File: src/rtl/phase_sched_pkg.sv
// Shared encodings and small helpers for the phase scheduler.
package phase_sched_pkg;

    typedef enum logic [1:0] {
        ST_IDLE  = 2'b00,
        ST_GRANT = 2'b01,
        ST_GUARD = 2'b10
    } state_e;

    localparam logic [1:0] LVL_IDLE  = 2'd0;
    localparam logic [1:0] LVL_NORM  = 2'd1;
    localparam logic [1:0] LVL_HIGH  = 2'd2;
    localparam logic [1:0] LVL_EMERG = 2'd3;

    localparam logic [1:0] REQ_M = 2'd0;
    localparam logic [1:0] REQ_C = 2'd1;
    localparam logic [1:0] REQ_D = 2'd2;

    // Round-robin successor M->C->D->M; an out-of-range index behaves like D.
    function automatic logic [1:0] rr_next(input logic [1:0] idx);
        case (idx)
            REQ_M:   return REQ_C;
            REQ_C:   return REQ_D;
            default: return REQ_M;
        endcase
    endfunction

    function automatic logic [2:0] onehot3(input logic [1:0] idx);
        case (idx)
            REQ_C:   return 3'b010;
            REQ_D:   return 3'b100;
            default: return 3'b001;
        endcase
    endfunction

endpackage

File: src/rtl/rr_level_pick.sv
// Combinational picker: highest nonzero level wins, ties go round-robin after ptr_i.
module rr_level_pick
    import phase_sched_pkg::*;
(
    input  logic [1:0] lvl_m_i,
    input  logic [1:0] lvl_c_i,
    input  logic [1:0] lvl_d_i,
    input  logic [1:0] ptr_i,
    output logic [1:0] win_idx_o,
    output logic       win_vld_o
);

    always_comb begin
        logic [1:0] cand;
        logic [1:0] cand_lvl;
        logic [1:0] best_lvl;
        win_idx_o = REQ_M;
        best_lvl  = LVL_IDLE;
        cand      = ptr_i;
        cand_lvl  = LVL_IDLE;
        // Strict '>' keeps the earliest candidate in round-robin order on a tie.
        for (int k = 0; k < 3; k++) begin
            cand = rr_next(cand);
            case (cand)
                REQ_M:   cand_lvl = lvl_m_i;
                REQ_C:   cand_lvl = lvl_c_i;
                default: cand_lvl = lvl_d_i;
            endcase
            if (cand_lvl > best_lvl) begin
                best_lvl  = cand_lvl;
                win_idx_o = cand;
            end
        end
        win_vld_o = (best_lvl != LVL_IDLE);
    end

endmodule

File: src/rtl/phase_scheduler.sv
// Time-shares one resource between requesters M, C and D with min/max hold
// times and an all-off guard interval between owners.
module phase_scheduler
    import phase_sched_pkg::*;
#(
    parameter int MIN_HOLD = 4,
    parameter int MAX_HOLD = 16,
    parameter int GUARD    = 2,
    parameter int CNT_W    = 5
) (
    input  logic             clk,
    input  logic             rst,
    input  logic [1:0]       MS,
    input  logic [1:0]       CS,
    input  logic [1:0]       DS,
    output logic [2:0]       grant,
    output logic             guard_active,
    output logic [1:0]       state,
    output logic [CNT_W-1:0] hold_cnt
);

    localparam logic [CNT_W-1:0] T_MIN  = CNT_W'(MIN_HOLD - 1);
    localparam logic [CNT_W-1:0] T_MAX  = CNT_W'(MAX_HOLD - 1);
    localparam logic [CNT_W-1:0] G_LAST = CNT_W'(GUARD - 1);

    state_e           state_q, state_d;
    logic [2:0]       grant_q, grant_d;
    logic [CNT_W-1:0] cnt_q, cnt_d;
    logic [1:0]       ptr_q, ptr_d;

    logic [1:0] lvl [3];
    logic [1:0] win_idx;
    logic       win_vld;
    logic [1:0] owner_idx;
    logic [1:0] own_lvl;
    logic       other_pending;
    logic       other_higher;
    logic       emergency;
    logic       release_c;

    assign lvl[0] = MS;
    assign lvl[1] = CS;
    assign lvl[2] = DS;

    // ptr_q holds the previous owner while guarding, so it ranks last at guard end.
    rr_level_pick u_pick (
        .lvl_m_i   (MS),
        .lvl_c_i   (CS),
        .lvl_d_i   (DS),
        .ptr_i     (ptr_q),
        .win_idx_o (win_idx),
        .win_vld_o (win_vld)
    );

    always_comb begin
        case (grant_q)
            3'b010:  owner_idx = REQ_C;
            3'b100:  owner_idx = REQ_D;
            default: owner_idx = REQ_M;
        endcase
    end

    always_comb begin
        own_lvl       = lvl[owner_idx];
        other_pending = 1'b0;
        other_higher  = 1'b0;
        emergency     = 1'b0;
        for (int i = 0; i < 3; i++) begin
            if (2'(i) != owner_idx) begin
                if (lvl[i] != LVL_IDLE)
                    other_pending = 1'b1;
                if (lvl[i] > own_lvl)
                    other_higher = 1'b1;
                if (lvl[i] == LVL_EMERG && own_lvl != LVL_EMERG)
                    emergency = 1'b1;
            end
        end
        release_c = emergency ||
                    ((cnt_q >= T_MIN) &&
                     ((own_lvl == LVL_IDLE) || other_higher ||
                      ((cnt_q == T_MAX) && other_pending)));
    end

    always_comb begin
        state_d = state_q;
        grant_d = grant_q;
        cnt_d   = cnt_q;
        ptr_d   = ptr_q;
        case (state_q)
            ST_IDLE: begin
                grant_d = 3'b000;
                cnt_d   = '0;
                if (win_vld) begin
                    state_d = ST_GRANT;
                    grant_d = onehot3(win_idx);
                end
            end
            ST_GRANT: begin
                if (release_c) begin
                    state_d = ST_GUARD;
                    grant_d = 3'b000;
                    cnt_d   = '0;
                    ptr_d   = owner_idx;
                end else if (cnt_q < T_MAX) begin
                    cnt_d = cnt_q + CNT_W'(1);
                end
            end
            ST_GUARD: begin
                if (cnt_q >= G_LAST) begin
                    cnt_d = '0;
                    if (win_vld) begin
                        state_d = ST_GRANT;
                        grant_d = onehot3(win_idx);
                    end else begin
                        state_d = ST_IDLE;
                    end
                end else begin
                    cnt_d = cnt_q + CNT_W'(1);
                end
            end
            default: begin
                state_d = ST_IDLE;
                grant_d = 3'b000;
                cnt_d   = '0;
            end
        endcase
    end

    always_ff @(posedge clk or negedge rst) begin
        if (!rst) begin
            state_q <= ST_IDLE;
            grant_q <= 3'b000;
            cnt_q   <= '0;
            ptr_q   <= REQ_D;
        end else begin
            state_q <= state_d;
            grant_q <= grant_d;
            cnt_q   <= cnt_d;
            ptr_q   <= ptr_d;
        end
    end

    assign grant        = grant_q;
    assign state        = state_q;
    assign guard_active = (state_q == ST_GUARD);
    assign hold_cnt     = cnt_q;

endmodule

File: config.mk
export PLATFORM = sky130hd
export DESIGN_NAME = phase_scheduler
export DESIGN_NICKNAME = d
export VERILOG_FILES = /design/src/rtl/phase_sched_pkg.sv /design/src/rtl/rr_level_pick.sv /design/src/rtl/phase_scheduler.sv
export SDC_FILE = /design/constraint.sdc
export NUM_CORES = 1
export LEC_CHECK = 0
export CORE_MARGIN = 1.5
export CORE_UTILIZATION = 44
export CTS_CLUSTER_DIAMETER = 60
export DETAILED_ROUTE_END_ITERATION = 8
export GPL_TIMING_DRIVEN = 0
export PLACE_DENSITY = 0.65
export SETUP_SLACK_MARGIN = 0.05
export SYNTH_ARGS = -nofsm -noshare
export SYNTH_HDL_FRONTEND = slang
export SYNTH_SLANG_ARGS = --single-unit
File: constraint.sdc
create_clock -name clk -period 5.4 [get_ports clk]
set_input_delay 1.08 -clock clk [delete_from_list [all_inputs] [get_ports clk]]
set_output_delay 1.08 -clock clk [all_outputs]
set_load 0.03 [all_outputs]
==> out/metrics.csv <==
stage;metric;value;unit
cts;cts.sinks;12;
routing;detail-route-antenna-nets;0;
power;p_leak;0.826;nW
routing;wl_per_cell;13.7;um
grt;gr-total-overflow;0;
synthesis;synthCells;192;
hold_path;hold_class;reg -> reg;
timing;timing.hold.ws;587;ps
synthesis;ys_seq_area_share;19.4;%
routing;wirelength;3.55;mm
cells_and_area;syn2layout_area_growth;17.0;%
setup_path;regToRegSetupSlack;1290;ps
timing;final.setup.worst_slack;824;ps
setup_path;end_kind;register;
placed_design;numPortBuffers;17;
job;drv_cap;0;
setup_path;arrival;4790;ps
timing;final_hold_viol_count;0;
cts;clk_pin_slew;90;ps
setup_path;reg2regPathDepth;18;
placed_design;place_hpwl;2.72;mm
power;clockPowerShare;6.7;%
hold_path;min_path_cells;1;
placed_design;pre_cts_slack;555;ps
setup_path;crit_type;in -> reg;
synthesis;synthTopCellsByArea;dfrtp_1 18%, ha_1 17%, nand2_1 5.1%;
timing;worstMarginPinSlew;593;ps
cts;post_cts_resized;0;
synthesis;yosys.area.top_type;dfrtp_1;
power;p_sw_share;51.4;%
floorplanning;start_util;46.2;%
power;pwr-share-seq;12.5;%
grt;antenna_found_initial;0;
cts;htree_levels;1;
floorplanning;rows;21;
synthesis;synth_warnings;0;
setup_path;timing.rr.start;ptr_q[1];
cells_and_area;drive_gt1_share;12.2;%
cells_and_area;final_cells;259;
routing;firstDrtPassIters;4;
floorplanning;core;3360;sq um
cells_and_area;num_antenna_cells;0;
synthesis;ys.flop_type;dfrtp_1;
run_status;status;finished clean;
grt;track_usage;19.7;%
synthesis;syn-num-nets;221;
synthesis;postSynthAreaPerCell;8.09;sq um
routing;viasPerCell;5.64;
setup_path;path_max_fanout;8;
timing;fin_crit_sh;84.7;%
floorplanning;fp.dieW;62.4;um
setup_path;required;5620;ps
cells_and_area;final_nets;243;
grt;grt_pass1_vias;1445;
hold_path;min_from;state[0];
timing;setup_viol;0;
floorplanning;io_pins;19;
power;peakVddDrop;359;uV
floorplanning;die_h;62.4;um
synthesis;synth.distinct_cells;54;
cells_and_area;final_cell_area;1820;sq um
timing;skew;7.63;ps
power;power;1.13;mW
grt;grt_pass1_wl;6.34;mm
routing;drt_drc_violations_left;0;
power;net-switching-power;578;uW
placed_design;place_area;1780;sq um
routing;vias;1460;
cts;cts_root_buffer;clkbuf_4;
synthesis;ys_ff_latch;12;
cts;cts_setup_buffers;0;
grt;grt_max_degree;13;
synthesis;syn_area;1550;sq um
synthesis;synth-edff-count;0;
synthesis;synth_top_area_share;17.7;%
setup_path;critPathLaunchType;primary input;
power;p_int;547;uW
routing;dr.first_iter.drc_count;88;
cts;numCtsBuffers;3;
cts;cts_buffer_depth;2;
placed_design;gp_congestion;0.883;
timing;maxSlewHeadroom;60.3;%
timing;maxSlewViolCount;0;
power;power.combinational.fraction;80.8;%
synthesis;async_flop_share;100;%
timing;grt_setup_unrepaired;no;
timing;fin_crit;4580;ps
timing;setup_tns;0;ps
power;power.density;619;nW/um^2
cts;hold_buffers;0;
placed_design;dp_cells;255;
cells_and_area;final_core_util;54.1;%
timing;max_freq;219;MHz
floorplanning;dieArea;3900;sq um
cts;cts_tree;done;
hold_path;holdPathEnd;state[0];
cts;clock_latency;280;ps
setup_path;timing.rr.end;grant[0];
-- power by group through the flow --
stage	Clock [mW]	Sequential (mW)	Combinational (mW)
global route	0.0819	0.145	1.04
finish	0.0754	0.140	0.910
global placement	0	0.141	0.866
CTS	0.0770	0.141	0.915
floorplan	0	0.170	0.693
detailed placement	0	0.142	0.907
-- critical path, cell delays in order --
cell	delay, ps
clkdlybuf4s50_1	480
buf_2	220
mux2i_1	100
o21ai_0	260
ha_1	300
a21oi_1	400
mux2i_1	310
ha_1	190
nor2_1	50
o22a_1	220
nor3_1	150
a21oi_1	70
nor2_1	150
a31oi_1	70
ha_1	320
nand2_1	50
a211o_1	300
nand3_1	80
-- cells in the mapped netlist, drive strengths merged (2+ instances only) --
cell type / number
a211o: 3
a21o: 3
a21oi: 8
a31oi: 2
and2: 3
and3: 3
buf: 5
clkbuf: 4
dfrtp: 11
ha: 21
inv: 18
mux2: 2
mux2i: 7
nand2: 22
nand2b: 4
nand3: 7
nand3b: 2
nand4: 2
nor2: 16
nor2b: 5
nor3: 4
o211ai: 2
o21a: 2
o21ai: 11
o22a: 3
o22ai: 3
o2bb2ai: 2
-- area by class of cell --
| type | instances | area [sq um] |
|---|---|---|
| Buffer | 9 | 52.6 |
| Clock buffer | 4 | 36.3 |
| Fill cell | 343 | 1550 |
| Inverter | 18 | 67.6 |
| Multi-Input combinational cell | 153 | 1130 |
| Sequential cell | 12 | 302 |
| Tap cell | 46 | 57.6 |
| Timing Repair Buffer | 17 | 170 |
-- cell usage in the layout (no fill, tap or decap), types with 2 or more instances in the layout --
cell type        Yosys  final
nor2_1              15     15
ha_1                21     21
a211o_1              3      3
inv_1               18     18
nand4_1              2      2
o21a_1               2      2
o21ai_2              2      2
clkbuf_1             4      4
nand2_1             21     21
o211ai_1             2      2
clkdlybuf4s50_1      0     17
and2_1               3      3
o2bb2ai_1            2      2
clkbuf_4             0      3
o22ai_1              3      3
a21o_1               3      3
nand2b_1             4      4
buf_6                2      2
mux2i_1              7      7
o22a_1               2      2
nor3_1               4      4
nor2b_1              4      4
o21ai_0              8      8
nand3_1              7      7
and3_1               2      2
dfrtp_1             11     11
nand3b_1             2      2
buf_2                3      3
a21oi_1              8      8
-- how the worst max path moves through the flow --
stage,end,slack [ps],start,cells past startpoint
finish,grant[0],820,MS[1],18
global placement,grant[2],680,MS[1],17
CTS,grant[0],820,MS[1],18
floorplan,grant[2],1440,MS[0],17
global route,grant[0],510,CS[0],21
detailed placement,grant[0],560,MS[1],18
-- state kept, by name, summed over array words and instances, names as in the netlist --
| register | flops |
|---|---|
| ptr_q | 2 |
| grant | 3 |
| state | 2 |
| hold_cnt | 5 |
-- per-layer routing --
| metal | up-vias | routed length (um) | global-route usage [%] |
|---|---|---|---|
| met5 | - | 0 | 0 |
| met4 | 0 | 32 | 4.72 |
| met3 | 4 | 191 | 4.14 |
| met2 | 46 | 1630 | 32.8 |
| met1 | 679 | 1690 | 26.1 |
| li1 | 731 | - | - |
-- cells by family after synthesis --
kind of cell	count (synthesis)	synth area share [%]
AO/OA/AOI/OAI	50	26.0
XOR/XNOR	1	0.564
adder cells (fa/ha/maj)	21	16.9
buffers and inverters	27	7.73
flip-flops	12	19.4
multiplexers	9	6.20
AND/OR/NAND/NOR	72	23.2
(Power assumes the default switching activity.)
